[config.mk]
export PLATFORM = sky130hd
export DESIGN_NAME = instr_fetch_align
export DESIGN_NICKNAME = d
export VERILOG_FILES = /design/src/rtl/instr_fetch_align.sv
export SDC_FILE = /design/constraint.sdc
export NUM_CORES = 1
export LEC_CHECK = 0
export CORE_MARGIN = 8
export CORE_UTILIZATION = 40
export CTS_CLUSTER_SIZE = 28
export DETAILED_ROUTE_END_ITERATION = 8
export RECOVER_POWER = 100
export SYNTH_ARGS = -nofsm -noshare
export SYNTH_HDL_FRONTEND = slang
export SYNTH_SLANG_ARGS = --single-unit
[constraint.sdc]
create_clock -name clk -period 5.17 [get_ports clk]
set_clock_uncertainty 0.1 [all_clocks]
set_input_delay 1.551 -clock clk [delete_from_list [all_inputs] [get_ports clk]]
set_output_delay 1.551 -clock clk [all_outputs]
set_load 0.02 [all_outputs]
[src/rtl/instr_fetch_align.sv]
// instr_fetch_align: RV32IC instruction-fetch front end.
//
// Issues word-aligned reads to the unified memory, queues the returned halfwords in a
// four-slot buffer and presents one aligned instruction per cycle to decode. A 32-bit
// instruction may straddle a word boundary; it is only presented once both halves are
// buffered.
//
// Ports:
//   clk, rst                    clock, asynchronous active-low reset
//   redirect_valid/redirect_pc  PC redirect from branch/jump/trap logic (highest priority)
//   mem_req/mem_addr            word read request and word-aligned address
//   mem_grant/mem_rdata         grant and same-cycle little-endian read data
//   instr_valid/instr_ready     handshake towards decode
//   instr/instr_pc              aligned instruction (compressed zero-extended) and its PC
//   instr_compressed            instr is a 16-bit encoding
module instr_fetch_align #(
    parameter logic [31:0] RESET_PC = 32'h0000_0000
) (
    input  logic        clk,
    input  logic        rst,
    input  logic        redirect_valid,
    input  logic [31:0] redirect_pc,
    input  logic        mem_grant,
    input  logic [31:0] mem_rdata,
    output logic        mem_req,
    output logic [31:0] mem_addr,
    output logic        instr_valid,
    input  logic        instr_ready,
    output logic [31:0] instr,
    output logic [31:0] instr_pc,
    output logic        instr_compressed
);

    logic [31:0] faddr_q, faddr_d;
    logic [63:0] buf_q, buf_d;
    logic [2:0]  cnt_q, cnt_d;
    logic        drop_half_q, drop_half_d;
    logic [31:0] pc_q, pc_d;

    logic [15:0] h0;
    logic        is_compressed;
    logic        valid_int;
    logic        fill;
    logic        consume;
    logic [2:0]  n_cons;
    logic [2:0]  rem;

    assign h0            = buf_q[15:0];
    assign is_compressed = (h0[1:0] != 2'b11);
    // A compressed instruction needs one slot, a full one needs two.
    assign valid_int     = ((cnt_q >= 3'd1) && is_compressed) || (cnt_q >= 3'd2);

    // Gate with rst so nothing leaks out while the reset is asserted.
    assign instr_valid      = rst && valid_int;
    assign instr_compressed = rst && is_compressed;
    assign instr            = !rst         ? 32'h0000_0000 :
                              is_compressed ? {16'h0000, h0} : buf_q[31:0];
    assign instr_pc         = pc_q;

    // Only request when a whole word is guaranteed to fit after any consume.
    assign mem_req  = rst && !redirect_valid && (cnt_q <= 3'd2);
    assign mem_addr = faddr_q;

    assign fill    = mem_req && mem_grant;
    assign consume = instr_valid && instr_ready && !redirect_valid;

    always_comb begin
        n_cons      = consume ? (is_compressed ? 3'd1 : 3'd2) : 3'd0;
        rem         = cnt_q - n_cons;
        buf_d       = buf_q >> {n_cons, 4'b0000};
        cnt_d       = rem;
        faddr_d     = faddr_q;
        drop_half_d = drop_half_q;
        pc_d        = pc_q + {28'h0, n_cons, 1'b0};

        // Append after the slots that survive this cycle's consume.
        if (fill) begin
            for (int i = 0; i < 4; i++) begin
                if (3'(i) == rem) begin
                    buf_d[16*i +: 16] = drop_half_q ? mem_rdata[31:16] : mem_rdata[15:0];
                end else if (!drop_half_q && (3'(i) == rem + 3'd1)) begin
                    buf_d[16*i +: 16] = mem_rdata[31:16];
                end
            end
            cnt_d       = rem + (drop_half_q ? 3'd1 : 3'd2);
            drop_half_d = 1'b0;
            faddr_d     = faddr_q + 32'd4;
        end

        if (redirect_valid) begin
            buf_d       = buf_q;
            cnt_d       = 3'd0;
            pc_d        = redirect_pc & 32'hFFFF_FFFE;
            faddr_d     = redirect_pc & 32'hFFFF_FFFC;
            drop_half_d = redirect_pc[1];
        end
    end

    always_ff @(posedge clk or negedge rst) begin
        if (!rst) begin
            faddr_q     <= RESET_PC & 32'hFFFF_FFFC;
            buf_q       <= 64'h0;
            cnt_q       <= 3'd0;
            drop_half_q <= RESET_PC[1];
            pc_q        <= RESET_PC;
        end else begin
            faddr_q     <= faddr_d;
            buf_q       <= buf_d;
            cnt_q       <= cnt_d;
            drop_half_q <= drop_half_d;
            pc_q        <= pc_d;
        end
    end

endmodule

==> results.cfg, run 1 <==
[logic_synthesis]
netlist_top_cells_area = dfrtp_1 38%, nand2_1 7.2%, a221o_1 4.9%, and2_1 3.4%, a22oi_1 3.0%
syn_area_um2 = 8430
synth_top_family_by_area = compound AO/OA/AOI/OAI gates
synth-seq-cells = 129
async_flop_share_pct = 100
yosysSeqAreaShare_pct = 38.3
synth_mux_area_share_pct = 4.08
synth-edff-count = 0
synth_top_cell_by_area = dfrtp_1
synthCells = 978
synth_xor_area_share_pct = 4.25
avgSynthCellArea_um2 = 8.62
synthSimpleGateAreaFrac_pct = 22.9
synth_top_area_share_pct = 38.3
synth-compound-area-share_pct = 23.9
ys_types = 72
synth_fa_ha_area_share_pct = 1.60
yosysWarnings = 0
synth_top_flop_cell = dfrtp_1

[floorplan]
core-area_um2 = 20800
rows = 53
initial_utilization_pct = 40.5
pin_count = 168
dieArea_um2 = 26000
die_h_um = 161
die_x_um = 161

[clock_network]
tritoncts = built
clk_pin_slew_ns = 0.06
clockBufferDepth = 2
holdBufCountCts = 0
cts-root-buf = clkbuf_16
cts_max_level = 4
cts_setup_buffers = 0
clock_latency_ns = 0.43
post_cts_resized = 0
cts_made_buffers = 17
clock_sinks = 129

[critical_path]
worstSetupEndpointType = flip-flop
ff2ff_path_depth = 13
worst_path_most_repeated_cell = ha_1
cp_top_family = simple AND/OR/NAND/NOR gates
cpPeakStageDelay_ns = 0.84
cp.arrival_ns = 5.17
required_ns = 5.43
cp-start-kind = primary input
cp_max_fo = 15
crit_start = instr_ready
worstPathCellList = dlygate4sd3_1 -> o2111ai_1 -> clkinv_1 -> ha_1 -> inv_1 -> fa_1 -> xnor2_2 -> inv_2 -> ha_1 -> nor2b_1 -> o2111ai_2 -> nor2b_2 -> a221o_1
timing.rr.start = cnt_q[2]
path_class = in2reg
crit_slowest_cell = nor2b_2
path_depth = 13
worst-path-buf-inv = 4

[cells_and_area]
fin_area_um2 = 11000
nFillCells = 2001
drive_gt1_share_pct = 9.08
layout.nets = 1210
area_growth_pct = 30.2
diodes = 0

[sta]
drv_slew = 19
setup_slack_ns = 0.261
hold_viol = 0
tightestPinTransition_ns = 1.79
rsz0062_at_grt = no
setup_viol = 0
fin_crit_ns = 4.91
hold_ws_ns = 0.412
clock.fmax_mhz = 204
relSlewSlack_pct = -19.7
finalCritPeriodShare_pct = 94.9

[route]
drtIter0Drc = 665
drc = 0
drtAntennaViolNets = 0
via_per_inst = 5.84
wl_mm = 29.7
wl_per_cell_um = 20.9
via_count = 8296
drt_first_pass_iters = 5

[pwr]
ir_drop_v = 0.000265
total_power_mw = 4.21
p_leak_nw = 4.55
power_density_nw_per_um2 = 384

[outcome]
violations = max-capacitance violations, max-slew violations
outcome = complete, but fails checks

[grt]
gr-total-overflow = 0
grt_pass1_wl_mm = 47.5
grt_max_degree = 99
grt_use_total_pct = 23.0
grt_antenna_before_repair = 0
grt_pass1_vias = 8337

[job]
drv_cap = 1

[worst_hold_path]
hp-start = buf_q[10]
hold_path_depth = 1
hold_path_class = reg2reg

[place]
post-place-ws_ns = -0.0232
dpl_cell_area_um2 = 10400
port_buffers = 163
globalplace.congestion = 0.863
dp_hpwl_mm = 20.3
==> layer usage <==
layer	routed length, um	global-route usage (%)
met1	12600	30.3
met2	13700	36.1
met3	2940	6.74
met4	471	6.44
met5	0	0
==> through the flow <==
step,TNS [ns],std cells,utilization [%]
after floorplan,0,980,-
after global placement,-0.0186,1388,50.1
after detailed placement,-0.0232,1388,50.1
after CTS,0,1420,53.0
after global routing,0,1420,52.7
final,0,1420,52.7
==> logic make-up (layout without fill, tap and decap cells) <==
group,after synthesis,in the layout
multiplexers,32,32
adder cells (fa/ha/maj),9,9
XOR/XNOR,40,40
other,1,3
AO/OA/AOI/OAI,280,280
AND/OR/NAND/NOR,389,389
flip-flops,129,129
buffers and inverters,98,263
==> worst register-to-register path, cell delays in order (launching register included) <==
cell	delay, ns
dfrtp_1	0.42
or2_1	0.31
o2111ai_1	0.26
clkinv_1	0.14
ha_1	0.19
inv_1	0.06
fa_1	0.43
inv_1	0.08
nor2_1	0.04
ha_1	0.30
nor2b_1	0.18
o2111ai_2	0.23
nor2b_2	0.84
a221o_1	0.29
==> sequential cells by signal, indices dropped and copies added (netlist names) <==
signal / cells
cnt_q: 3
instr_pc: 31
drop_half_q: 1
buf_q: 64
mem_addr: 30
==> where the power goes <==
group	total (mW)	switching (mW)	internal (mW)	leakage, nW
Clock	1.28	0.502	0.778	0.294
Combinational	1.43	0.798	0.629	2.66
Sequential	1.50	0.246	1.26	1.60
Total	4.21	1.55	2.67	4.55
==> final timing paths <==
kind | to | slack (ns)
min in group asynchronous | buf_q[4] | 0.82
max in group asynchronous | buf_q[43] | 3.37
max reg2reg | buf_q[19] | 1.22
min reg2reg | buf_q[10] | 0.41
min | buf_q[10] | 0.41
max | buf_q[19] | 0.26
==> cells in the final DEF, fill, tap and decap left out, types with 4 or more instances in the layout <==
| master | n |
|---|---|
| a21o_1 | 5 |
| a221o_1 | 41 |
| xnor2_1 | 13 |
| o21ai_0 | 49 |
| xor2_1 | 26 |
| a21oi_1 | 49 |
| a22o_1 | 7 |
| nor3_1 | 5 |
| clkbuf_2 | 5 |
| dfrtp_1 | 128 |
| o211ai_1 | 20 |
| dlygate4sd3_1 | 97 |
| clkbuf_16 | 17 |
| clkdlybuf4s50_1 | 64 |
| clkbuf_1 | 8 |
| nand3_1 | 45 |
| mux2_2 | 19 |
| nand2_1 | 161 |
| ha_1 | 6 |
| inv_1 | 24 |
| and3_1 | 20 |
| a31oi_1 | 10 |
| buf_4 | 28 |
| and2_1 | 46 |
| and4_1 | 4 |
| o22ai_1 | 17 |
| mux2i_1 | 13 |
| nor2_1 | 56 |
| a2111oi_0 | 8 |
| clkinv_4 | 4 |
| o311ai_0 | 9 |
| a22oi_1 | 34 |
| a32o_1 | 4 |
| o2bb2ai_1 | 7 |
| nand4_1 | 27 |
==> cell usage after synthesis (all sizes together) (27+ instances only) <==
library cell and instances:
nand3 45, dfrtp 129, and2 46, o21ai 50, clkbuf 40, buf 32
a22oi 34, nand2 161, a221o 41, nand4 27, nor2 56, a21oi 49
==> area by class of cell <==
class                      instances  area [um^2]  share of cell area [%]
tap                              275          344                    3.14
multi-input combinational        753         4770                    43.5
clock inverter                    14          179                    1.63
inverter                          26         97.6                   0.890
clock buffer                      18          439                    4.00
sequential                       129         3230                    29.4
timing repair buffer             205         1910                    17.4
(Power assumes the default switching activity.)
==> inputs of run 2 (changes only) <==
--- a/config.mk
+++ b/config.mk
@@ -5,7 +5,7 @@
 export SDC_FILE = /design/constraint.sdc
 export NUM_CORES = 1
 export LEC_CHECK = 0
-export CORE_MARGIN = 8
+export CORE_MARGIN = 4
 export CORE_UTILIZATION = 40
 export CTS_CLUSTER_SIZE = 28
 export DETAILED_ROUTE_END_ITERATION = 8
==> run 2 against run 1 <==
Effect of this change:
- the flow still finishes with violations (max-capacitance violations, max-slew violations)
- routed wire length decreased by 1.3%
- count of clock-buffer cells in the layout is the same
- global-route usage increased by 1.4 points
- final area shrank 0.72%
- fmax fell by 2.0%
- hold slack worse by 0.0056 ns
- die area is 9.7% lower
- sequential share of layout area rose by 0.21 points
- register-to-register slack barely moved
- largest cell class unchanged
- largest power group unchanged
==> results.cfg, run 2 (synthesis gave the netlist of run 1 again) <==
[critical_path]
cp.arrival_ns = 5.27
worstSetupEndpointType = flip-flop
worst-path-buf-inv = 3
timing.rr.end = buf_q[19]
reg2reg_setup_slack_ns = 1.22
ff2ff_path_depth = 13
crit_slowest_cell = nor2b_2
cp_top_family = simple AND/OR/NAND/NOR gates
timing.rr.start = cnt_q[1]
required_ns = 5.43
cp_max_fo = 15
cpPeakStageDelay_ns = 0.90
worstPathCellList = dlygate4sd3_1 -> clkbuf_1 -> nand4_1 -> fa_1 -> xnor2_2 -> inv_2 -> ha_1 -> nor2b_2 -> o2111ai_2 -> nor2b_2 -> a221o_1
crit_start = instr_ready
worst_path_most_repeated_cell = nor2b_2
path_class = in2reg
cp-start-kind = primary input

[floorplan]
dieArea_um2 = 23500
die_h_um = 153
pin_count = 168
core-area_um2 = 20500
die_x_um = 153
rows = 52
initial_utilization_pct = 41.1

[cells_and_area]
area_growth_pct = 29.3
mostFrequentLayoutCell = nand2_1
largest_reg_flops = 64
drive_gt1_share_pct = 8.53
diodes = 0
layout.nets = 1202
nFillCells = 1934
final_cell_mix = 161 x nand2_1, 128 x dfrtp_1, 84 x dlygate4sd3_1
regMostFlops = buf_q

[clock_network]
clock_latency_ns = 0.43
cts_max_level = 4
clockBufferDepth = 2
post_cts_resized = 0
clock_sinks = 129
clk_pin_slew_ns = 0.07
cts_made_buffers = 17
cts_setup_buffers = 0
holdBufCountCts = 0
cts-root-buf = clkbuf_16
tritoncts = built

[grt]
gr-total-overflow = 0
grt_pass1_wl_mm = 45.8
grt_antenna_before_repair = 1
grt_use_total_pct = 24.4
grt_pass1_vias = 8082
grt_max_degree = 118

[route]
drc = 0
drtAntennaViolNets = 0
wl_per_cell_um = 20.8
drt_first_pass_iters = 5
wl_mm = 29.3
via_count = 8300
drtIter0Drc = 733
via_per_inst = 5.90

[sta]
tightestPinTransition_ns = 1.61
relSlewSlack_pct = -7.84
setup_viol = 0
rsz0062_at_grt = no
finalCritPeriodShare_pct = 96.8
drv_slew = 52
hold_viol = 0
setup_slack_ns = 0.163
fin_crit_ns = 5.01
hold_ws_ns = 0.406
tns_ns = 0
clock.fmax_mhz = 200

[pwr]
pwr-share-clk_pct = 29.0
p_sw_share_pct = 37.8
total_power_mw = 4.16
power.switching_mw = 1.57
intPower_mw = 2.58
p_leak_nw = 4.48
power_density_nw_per_um2 = 381
combPwrFrac_pct = 34.7
ir_drop_v = 0.000247
seqPwrFrac_pct = 36.3

[worst_hold_path]
hold_path_class = reg2reg
min_to = buf_q[38]
hp-start = buf_q[54]
hold_path_depth = 1

[place]
globalplace.congestion = 0.853
dp_hpwl_mm = 19.5
post-place-ws_ns = -0.0315
port_buffers = 163

[outcome]
violations = max-capacitance violations, max-slew violations
outcome = complete, but fails checks

[job]
drv_cap = 2
-- run 2: cell types whose count changed in the layout (fill, tap and decap cells not counted), sizes merged --
cell and change:
clkbuf -2, dlygate4sd3 -13, clkdlybuf4s50 +13, clkinvlp -1, inv +4, clkinv -1
bufinv -2, buf -6
-- run 2: area by class of cell --
type                       instances  area (um^2)  area share [%]
multi-input combinational        753         4770            43.8
sequential                       129         3230            29.6
timing repair buffer             197         1870            17.1
clock buffer                      18          439            4.03
tap                              270          338            3.10
clock inverter                    14          146            1.34
inverter                          26         97.6           0.896
-- run 2: metal layers --
layer	share of wire, %	track usage, %	vias up
met3	7.6	6.19	43
li1	-	-	3898
met1	45	33.8	4046
met5	0.044	0	-
met2	46	38.0	311
met4	1.8	6.66	2
-- run 2: stage by stage --
| stage | std cells | utilization (%) | area, um^2 |
|---|---|---|---|
| after floorplan | 980 | - | 8430 |
| after global placement | 1375 | 50.6 | 10400 |
| after detailed placement | 1375 | 50.6 | 10400 |
| after CTS | 1407 | 53.4 | 11000 |
| after global routing | 1407 | 53.1 | 10900 |
| final | 1407 | 53.1 | 10900 |
-- run 2: worst register-to-register path, stage by stage, from the launching register on --
cell and delay [ns]:
dfrtp_1 0.40, or2_1 0.33, o2111ai_2 0.22, clkinv_1 0.12
ha_1 0.18, inv_1 0.06, fa_1 0.43, inv_1 0.09
nor2_1 0.05, ha_1 0.30, nor2b_2 0.19, o2111ai_2 0.23
nor2b_2 0.90, a221o_1 0.30
-- run 2: power by group through the flow --
stage	clock, mW	combinational, mW	sequential (mW)
after floorplan	0	0.889	1.49
after global placement	0	1.45	1.52
after detailed placement	0	1.46	1.52
after CTS	1.22	1.46	1.51
after global routing	1.27	1.56	1.54
final	1.21	1.44	1.51
-- run 2: worst max path at each step --
| stage | cells after the start | endpoint | slack (ns) |
|---|---|---|---|
| 2_1_floorplan | 16 | buf_q[42] | 0.38 |
| 3_3_place_gp | 13 | buf_q[19] | -0.01 |
| 3_5_place_dp | 13 | buf_q[19] | -0.03 |
| 4_1_cts | 13 | buf_q[19] | 0.39 |
| 5_1_grt | 11 | buf_q[19] | 0.10 |
| 6_report | 11 | buf_q[19] | 0.16 |
